===== src/rtl/mem_access_unit.sv =====
// Load/store initiator for a word-wide, single-port data memory.
// Handles sub-word extension on loads and read-modify-write for byte/halfword stores.
module mem_access_unit #(
    parameter int unsigned ADDR_W    = 21,
    parameter int unsigned MEM_WORDS = 101
) (
    input  logic              clk,
    input  logic              rst_n,
    input  logic              req_valid,
    output logic              req_ready,
    input  logic [2:0]        req_op,
    input  logic [ADDR_W+1:0] req_addr,
    input  logic [31:0]       req_wdata,
    output logic              resp_valid,
    input  logic              resp_ready,
    output logic [31:0]       resp_rdata,
    output logic              resp_err,
    output logic              mem_we,
    output logic [ADDR_W-1:0] mem_addr,
    output logic [31:0]       mem_wdata,
    input  logic [31:0]       mem_rdata
);

    localparam logic [2:0] OpLb  = 3'b000;
    localparam logic [2:0] OpLh  = 3'b001;
    localparam logic [2:0] OpLw  = 3'b010;
    localparam logic [2:0] OpSb  = 3'b011;
    localparam logic [2:0] OpLbu = 3'b100;
    localparam logic [2:0] OpLhu = 3'b101;
    localparam logic [2:0] OpSh  = 3'b110;
    localparam logic [2:0] OpSw  = 3'b111;

    typedef enum logic [2:0] {
        StIdle,
        StLoad,
        StStore,
        StRmwRd,
        StRmwWr,
        StResp
    } state_e;

    state_e              state_q, state_d;
    logic [2:0]          op_q, op_d;
    logic [1:0]          off_q, off_d;
    logic [15:0]         wdata_q, wdata_d;
    logic                resp_valid_q, resp_valid_d;
    logic                resp_err_q, resp_err_d;
    logic [31:0]         resp_rdata_q, resp_rdata_d;
    logic                mem_we_q, mem_we_d;
    logic [ADDR_W-1:0]   mem_addr_q, mem_addr_d;
    logic [31:0]         mem_wdata_q, mem_wdata_d;

    logic                req_byte, req_half, req_store, req_misal, req_oor;
    logic [7:0]          byte_sel;
    logic [15:0]         half_sel;
    logic [31:0]         load_val;
    logic [31:0]         merge;

    // Request decode, evaluated on the incoming (not yet latched) request
    always_comb begin
        req_byte  = req_op inside {OpLb, OpSb, OpLbu};
        req_half  = req_op inside {OpLh, OpLhu, OpSh};
        req_store = req_op inside {OpSb, OpSh, OpSw};
        req_misal = (req_half && req_addr[0]) ||
                    (!req_byte && !req_half && (req_addr[1:0] != 2'b00));
        req_oor   = 32'(req_addr[ADDR_W+1:2]) >= MEM_WORDS;
    end

    // Lane selection and extension for loads
    always_comb begin
        unique case (off_q)
            2'd0:    byte_sel = mem_rdata[7:0];
            2'd1:    byte_sel = mem_rdata[15:8];
            2'd2:    byte_sel = mem_rdata[23:16];
            default: byte_sel = mem_rdata[31:24];
        endcase
        half_sel = off_q[1] ? mem_rdata[31:16] : mem_rdata[15:0];
        unique case (op_q)
            OpLb:    load_val = {{24{byte_sel[7]}}, byte_sel};
            OpLbu:   load_val = {24'h0, byte_sel};
            OpLh:    load_val = {{16{half_sel[15]}}, half_sel};
            OpLhu:   load_val = {16'h0, half_sel};
            default: load_val = mem_rdata;
        endcase
    end

    // Read-modify-write merge: replace only the addressed lane
    always_comb begin
        merge = mem_rdata;
        if (op_q == OpSb) begin
            unique case (off_q)
                2'd0:    merge[7:0]   = wdata_q[7:0];
                2'd1:    merge[15:8]  = wdata_q[7:0];
                2'd2:    merge[23:16] = wdata_q[7:0];
                default: merge[31:24] = wdata_q[7:0];
            endcase
        end else if (off_q[1]) begin
            merge[31:16] = wdata_q;
        end else begin
            merge[15:0] = wdata_q;
        end
    end

    always_comb begin
        state_d      = state_q;
        op_d         = op_q;
        off_d        = off_q;
        wdata_d      = wdata_q;
        resp_valid_d = resp_valid_q;
        resp_err_d   = resp_err_q;
        resp_rdata_d = resp_rdata_q;
        mem_we_d     = 1'b0;
        mem_addr_d   = mem_addr_q;
        mem_wdata_d  = mem_wdata_q;

        unique case (state_q)
            StIdle: begin
                if (req_valid) begin
                    op_d         = req_op;
                    off_d        = req_addr[1:0];
                    wdata_d      = req_wdata[15:0];
                    mem_addr_d   = req_addr[ADDR_W+1:2];
                    resp_rdata_d = 32'h0;
                    resp_err_d   = 1'b0;
                    if (req_misal || req_oor) begin
                        resp_err_d   = 1'b1;
                        resp_valid_d = 1'b1;
                        state_d      = StResp;
                    end else if (!req_store) begin
                        state_d = StLoad;
                    end else if (req_op == OpSw) begin
                        mem_we_d    = 1'b1;
                        mem_wdata_d = req_wdata;
                        state_d     = StStore;
                    end else begin
                        state_d = StRmwRd;
                    end
                end
            end
            StLoad: begin
                resp_rdata_d = load_val;
                resp_valid_d = 1'b1;
                state_d      = StResp;
            end
            StStore: begin
                resp_valid_d = 1'b1;
                state_d      = StResp;
            end
            StRmwRd: begin
                mem_we_d    = 1'b1;
                mem_wdata_d = merge;
                state_d     = StRmwWr;
            end
            StRmwWr: begin
                resp_valid_d = 1'b1;
                state_d      = StResp;
            end
            StResp: begin
                if (resp_ready) begin
                    resp_valid_d = 1'b0;
                    state_d      = StIdle;
                end
            end
            default: state_d = StIdle;
        endcase
    end

    always_ff @(posedge clk or negedge rst_n) begin
        if (!rst_n) begin
            state_q      <= StIdle;
            op_q         <= OpLw;
            off_q        <= 2'b00;
            wdata_q      <= 16'h0;
            resp_valid_q <= 1'b0;
            resp_err_q   <= 1'b0;
            resp_rdata_q <= 32'h0;
            mem_we_q     <= 1'b0;
            mem_addr_q   <= '0;
            mem_wdata_q  <= 32'h0;
        end else begin
            state_q      <= state_d;
            op_q         <= op_d;
            off_q        <= off_d;
            wdata_q      <= wdata_d;
            resp_valid_q <= resp_valid_d;
            resp_err_q   <= resp_err_d;
            resp_rdata_q <= resp_rdata_d;
            mem_we_q     <= mem_we_d;
            mem_addr_q   <= mem_addr_d;
            mem_wdata_q  <= mem_wdata_d;
        end
    end

    assign req_ready  = rst_n && (state_q == StIdle);
    assign resp_valid = resp_valid_q;
    assign resp_err   = resp_err_q;
    assign resp_rdata = resp_rdata_q;
    assign mem_we     = mem_we_q;
    assign mem_addr   = mem_addr_q;
    assign mem_wdata  = mem_wdata_q;

`ifndef SYNTHESIS
    a_we_only_in_write_states : assert property (@(posedge clk) disable iff (!rst_n)
        mem_we |-> (state_q inside {StStore, StRmwWr}));
    a_resp_held : assert property (@(posedge clk) disable iff (!rst_n)
        (resp_valid && !resp_ready) |=> (resp_valid && $stable(resp_rdata)));
`endif

endmodule


===== config.mk =====
export PLATFORM = sky130hd
export DESIGN_NAME = mem_access_unit
export DESIGN_NICKNAME = d
export VERILOG_FILES = /design/src/rtl/mem_access_unit.sv
export SDC_FILE = /design/constraint.sdc
export NUM_CORES = 1
export LEC_CHECK = 0
export BUFFER_PORTS_ARGS = -buffer_cell sky130_fd_sc_hd__buf_2
export CAP_MARGIN = 10
export CORE_MARGIN = 2
export CORE_UTILIZATION = 47
export DETAILED_ROUTE_END_ITERATION = 8
export HOLD_SLACK_MARGIN = 0.12
export PLACE_DENSITY_LB_ADDON = 0.12
export SLEW_MARGIN = 20
export SYNTH_ARGS = -nofsm -noshare
export SYNTH_HDL_FRONTEND = slang
export SYNTH_SLANG_ARGS = --single-unit

===== constraint.sdc =====
create_clock -name clk -period 2 [get_ports clk]
set_input_delay 0.2 -clock clk [delete_from_list [all_inputs] [get_ports clk]]
set_output_delay 0.2 -clock clk [all_outputs]
set_load 0.02 [all_outputs]

# [Word-level counts from Yosys, hierarchy flattened]
# Index checks and enable logic that the tools add are counted.
[classes] add_sub_neg=0 multipliers=0 div_mod_pow=0 order_cmp=1 n_eq_ne=23 n_shift=0 n_mux=33 bitwise_logic=0 n_reduce_logical=26
[op_table] cell="32-bit 2-to-1 mux" n=6
[op_table] cell="32-bit case mux with 2 select lines" n=2
[op_table] cell="32-bit case mux with 4 select lines" n=1
[op_table] cell="16-bit 2-to-1 mux" n=3
[op_table] cell="8-bit 2-to-1 mux" n=4
[op_table] cell="3-bit equality test (second input constant)" n=8
[op_table] cell="8-bit case mux with 3 select lines" n=1
[op_table] cell="21-bit by 7-bit greater-or-equal comparator with 1-bit output (second input constant)" n=1
[op_table] cell="3-bit by 2-bit equality test with 1-bit output (second input constant)" n=4
[op_table] cell="2-bit != test (second input constant)" n=6
[op_table] cell="3-bit case mux with 4 select lines" n=1
[op_table] cell="3-bit nonzero test" n=4
[op_table] cell="3-bit by 1-bit equality test with 1-bit output (second input constant)" n=3
[op_table] cell="3-bit zero test" n=3
[op_table] cell="1-bit 2-to-1 mux" n=9
[op_table] cell="3-bit 2-to-1 mux" n=3
[op_table] cell="2-bit AND reduction" n=3
[op_table] cell="2-bit nonzero test" n=3
[op_table] cell="3-bit OR reduction" n=2
[op_table] cell="5-bit AND reduction" n=1
[op_table] cell="1-bit logical AND" n=4
[op_table] cell="4-bit AND reduction" n=1
[op_table] cell="1-bit case mux with 3 select lines" n=1
[op_table] cell="2-bit by 1-bit equality test with 1-bit output (second input constant)" n=1
[op_table] cell="6 further kinds" n=8
[word_totals] regBits=112 latch_bits=0 ramBits=0 romBits=0 input_bits=94 out_inout_bits=89 elab_cells=93 n_memories=0

# [Longest topological paths before layout]
[logic_depth] word_depth=10 depth_mapped=9 ltp_nobuf=5

# [Worst setup path after synthesis]
# OpenSTA, ideal clock, no wires.
[synth_path] path_type="reg-to-reg" startpoint="register state_q[1]" endpoint="register mem_wdata_q[10], in the netlist mem_wdata[10]" setup_ps=125 t_arrival_ps=1875 required_ps=1875 setup_slack_ps=0 path_stages_with_launch=8 n_path_buf=2 period_less_slack_ps=2000 path_cell_list="dfrtp_1 buf_2 nor4b_4 o211ai_1 a2111o_1 nand2_4 buf_12 mux2_4"
[synth_between] elab_chain_cells=3 word_cells_on_any_way=9 cone_classes="eq/ne (5); mux (1); reduce/logical (3)"
[synth_rtl] item="start: declaration" line="42" source="state_e state_q, state_d;"
[synth_rtl] item="start signal: assignment" line="170" source="state_q <= StIdle;"
[synth_rtl] item="start signal: assignment" line="181" source="state_q <= state_d;"
[synth_rtl] item="3-bit by 2-bit equality test with 1-bit output / 3-bit zero test (equally long branches)" line="116" source="unique case (state_q)"
[synth_rtl] item="2-bit nonzero test (no line) / 2-bit != test (equally long branches)"
[synth_rtl] item="5-bit AND reduction (no line)"
[synth_rtl] item="end signal: assignment" line="190" source="mem_wdata_q <= mem_wdata_d;"
[synth_rtl] item="end: declaration" line="51" source="logic [31:0] mem_wdata_q, mem_wdata_d;"
# Parallel ways exist; a longest one is shown, timed or not.
# A chain may end at the register's enable or synchronous reset.

# [Worst setup path in the final report]
[layout_path] startpoint="register state_q[1]" endpoint="register mem_wdata_q[0], in the netlist mem_wdata[0]"
# The elaborated chain is that of the path after synthesis.

==> metrics.txt <==
outcome complete, no violations; largest stage delay on the critical path 0.41 ns; Clock Latency Late Sink 0.36 ns; GRT Overall Usage 26.2%; register bit count reported by yosys 112; global placement routability congestion 0.907; setup_tns 0 ns; Worst Path Buf+Inv 1; DRT iter0 DRCs 390; Crit path required time 2.24 ns; Routed WL 17700 um; Synth cell types 46; slowest cell on the critical path dfrtp_1; Clock transition at path regs 0.07 ns; fmax 506 MHz; Placed Cells 918; final setup skew 0.00526 ns; hold path startpoint req_addr[5]; Mapped Cells 581; Peak VDD IR 0.633 mV; Max-cap violations 0; CP startpoint kind flip-flop; DRC Markers 0; pin count of the biggest net entering global routing 70; RSZ-0062 raised after global routing true; fin util 63.3%; # H-tree levels 3; n_diodes 0; layout cells sized above 1 40.7%; R2R depth 6; Worst Tran Pin Value 0.712 ns; final worst path period need 1.98 ns; first-pass GRT wire length 27000 um; pwr/cell area 1300 nW/um^2; die height 117 um; Avg Inst Size Synth 10.3 sq um; Seq/Total Area, Yosys 46.9%; Internal Power 6.21 mW; Async SR Flop Fraction 100%; Synth area leader dfrtp_1; worst-path maximum fanout 11; Crit Path Class flip-flop to flip-flop; Final setup viols 0; Nets 894; Routed wire per std cell 18.2 um; Clock Path Buffers 2; final number of hold-violating endpoints 0; antenna viol nets, final 0; Vias 5259; Synth warnings 0; Hold Path Sink mem_addr[3]; via/cell ratio 5.39; Final Cycle Share 98.9%; switch share 39.8%; Worst slew margin 52.5%; crit path DAT 2.22 ns; top_reg_cell synth dfrtp_1; register share of total power 35.2%; area grow syn2layout 32.3%; R2R Path Start state_q[1]; Port Buffers 182; final count of pins violating max slew 0; Rows 41; CTS Buf Count 9; CTS tree yes; Cell Count, Final, Fillers Out 975; Die Footprint 13600 sq um; CP Depth 6; worst min path class primary input to flip-flop; nature of the critical path endpoint flip-flop; delay-heaviest family, CP simple AND/OR/NAND/NOR gates; crit path cell chain nor4b_4 > o211ai_1 > a2111o_1 > nand2_4 > buf_12 > mux2_2; top cells by area, synth dfrtp_1, mux2_2, mux2_4; Fill cells 1121; IO Pins 183; total net switching power 4.11 mW; Die W 117 um; Core ar. 12500 sq um; Clk Tree Root Cell clkbuf_16; Post-synth EDFFs 0; Synth Cell Area 5980 sq um; Sink Count 112; antenna violations before repair 0; Lkg Pwr 3.90 nW; drt first pass iters 4; internal reg-to-reg setup slack 0.02 ns; Starting Density 47.8%; Combinational Power Share 46.1%; vias in the first global route 5093; Synth top area share 46.4%; syn nets 675; total grt overflow 0; clock network fraction of total power 18.7%; Post-DP HPWL 12800 um; FF-to-FF End mem_wdata[0]; Hold Crit Depth 2
-- metrics by stage --
stage	power [mW]	setup WS, ns	cell area (sq um)	hold slack (ns)
floorplan	6.70	0.0106	5980	-0.0956
global placement	8.20	-0.0676	7150	0.0907
detailed placement	8.30	-0.0802	7150	0.0926
CTS	10.3	0.0135	7890	0.120
global route	11.0	-0.0180	7920	0.131
finish	10.3	0.0227	7920	0.126
-- layout make-up --
class | count | area [sq um] | area share [%]
Tap cell | 172 | 215 | 2.72
Sequential cell | 112 | 2800 | 35.4
Multi-Input combinational cell | 424 | 2960 | 37.4
Inverter | 6 | 22.5 | 0.284
Timing Repair Buffer | 247 | 1610 | 20.3
Clock buffer | 10 | 239 | 3.02
Clock inverter | 4 | 70.1 | 0.885
-- cells in the final DEF, fill, tap and decap left out, types with 3 or more instances in the layout --
master,synthesis,layout
nand2_1,105,105
a21oi_1,39,39
o22a_1,5,5
inv_1,6,6
nor2_1,22,19
o21ai_0,77,77
buf_12,3,6
a21o_1,4,4
buf_2,11,181
mux2_2,67,67
o22ai_1,9,9
and2_1,3,3
nor4_1,3,3
nor3_1,5,5
mux2_4,29,29
dfrtp_1,111,111
dlygate4sd3_1,0,39
nor2_2,0,3
mux2i_1,16,16
buf_4,0,17
a21boi_0,7,7
clkbuf_16,0,9
-- worst reg2reg max path, stage by stage (launching register included) --
cell      delay (ns)
dfrtp_1         0.41
nor4b_4         0.33
o211ai_1        0.13
a2111o_1        0.34
nand2_4         0.16
buf_12          0.17
mux2_2          0.33
-- power by group through the flow --
stage / Clock [mW] / Combinational [mW] / Sequential (mW)
3_3_place_gp: 0 / 4.57 / 3.63
5_1_grt: 2.03 / 5.18 / 3.74
3_5_place_dp: 0 / 4.65 / 3.66
6_report: 1.93 / 4.76 / 3.64
4_1_cts: 1.95 / 4.74 / 3.63
2_1_floorplan: 0 / 2.51 / 4.19
-- registers in the layout, indices dropped and copies added, names as in the netlist --
register,flops
resp_valid,1
resp_rdata,32
mem_wdata,32
op_q,3
wdata_q,16
resp_err,1
off_q,2
mem_addr,21
mem_we,1
state_q,3
-- layer usage --
layer  global-route usage, %  wire length, um
met1                    35.3             7830
met2                    43.7             8610
met3                    4.22             1030
met4                    8.24              275
met5                       0                0
-- synth_stat cells, drive strengths merged, types with 2 or more instances --
cell type    n
dfrtp      111
nand2      106
mux2        96
o21ai       77
a21oi       39
clkbuf      24
nor2        22
mux2i       16
buf         15
o22ai        9
a21boi       7
inv          6
nor3         5
o22a         5
a21o         4
a221oi       3
and2         3
nand2b       3
nor4         3
a22o         2
nand3b       2
o211a        2
o211ai       2
o21a         2
-- kinds of logic (layout without fill, tap and decap cells) --
family | after synthesis | count (layout) | share of synthesized area [%]
and+or+nand+nor | 155 | 155 | 11.4
DFF | 112 | 112 | 46.9
AOI/OAI and AO/OA | 156 | 156 | 15.0
muxes | 113 | 113 | 22.9
buffers and inverters | 45 | 267 | 3.87
-- timing repair --
item                                    4_1_cts  5_1_grt
pin swaps                                     3        2
gates cloned                                  1        0
gates resized for setup                       2        6
endpoints found under the hold margin       123        0
hold buffers                                 40        0
endpoints found under the setup margin       19       56
setup buffers                                 1        1
-- how the worst max path moves through the flow --
stage                  from             to  slack (ns)
5_1_grt        req_addr[10]   mem_wdata[1]       -0.02
6_report         state_q[1]   mem_wdata[0]        0.02
3_3_place_gp   req_addr[20]  mem_wdata[31]       -0.07
2_1_floorplan    state_q[1]  mem_wdata[10]        0.01
4_1_cts          state_q[0]   mem_wdata[0]        0.01
3_5_place_dp   req_addr[20]  mem_wdata[11]       -0.08
(Power assumes the default switching activity.)
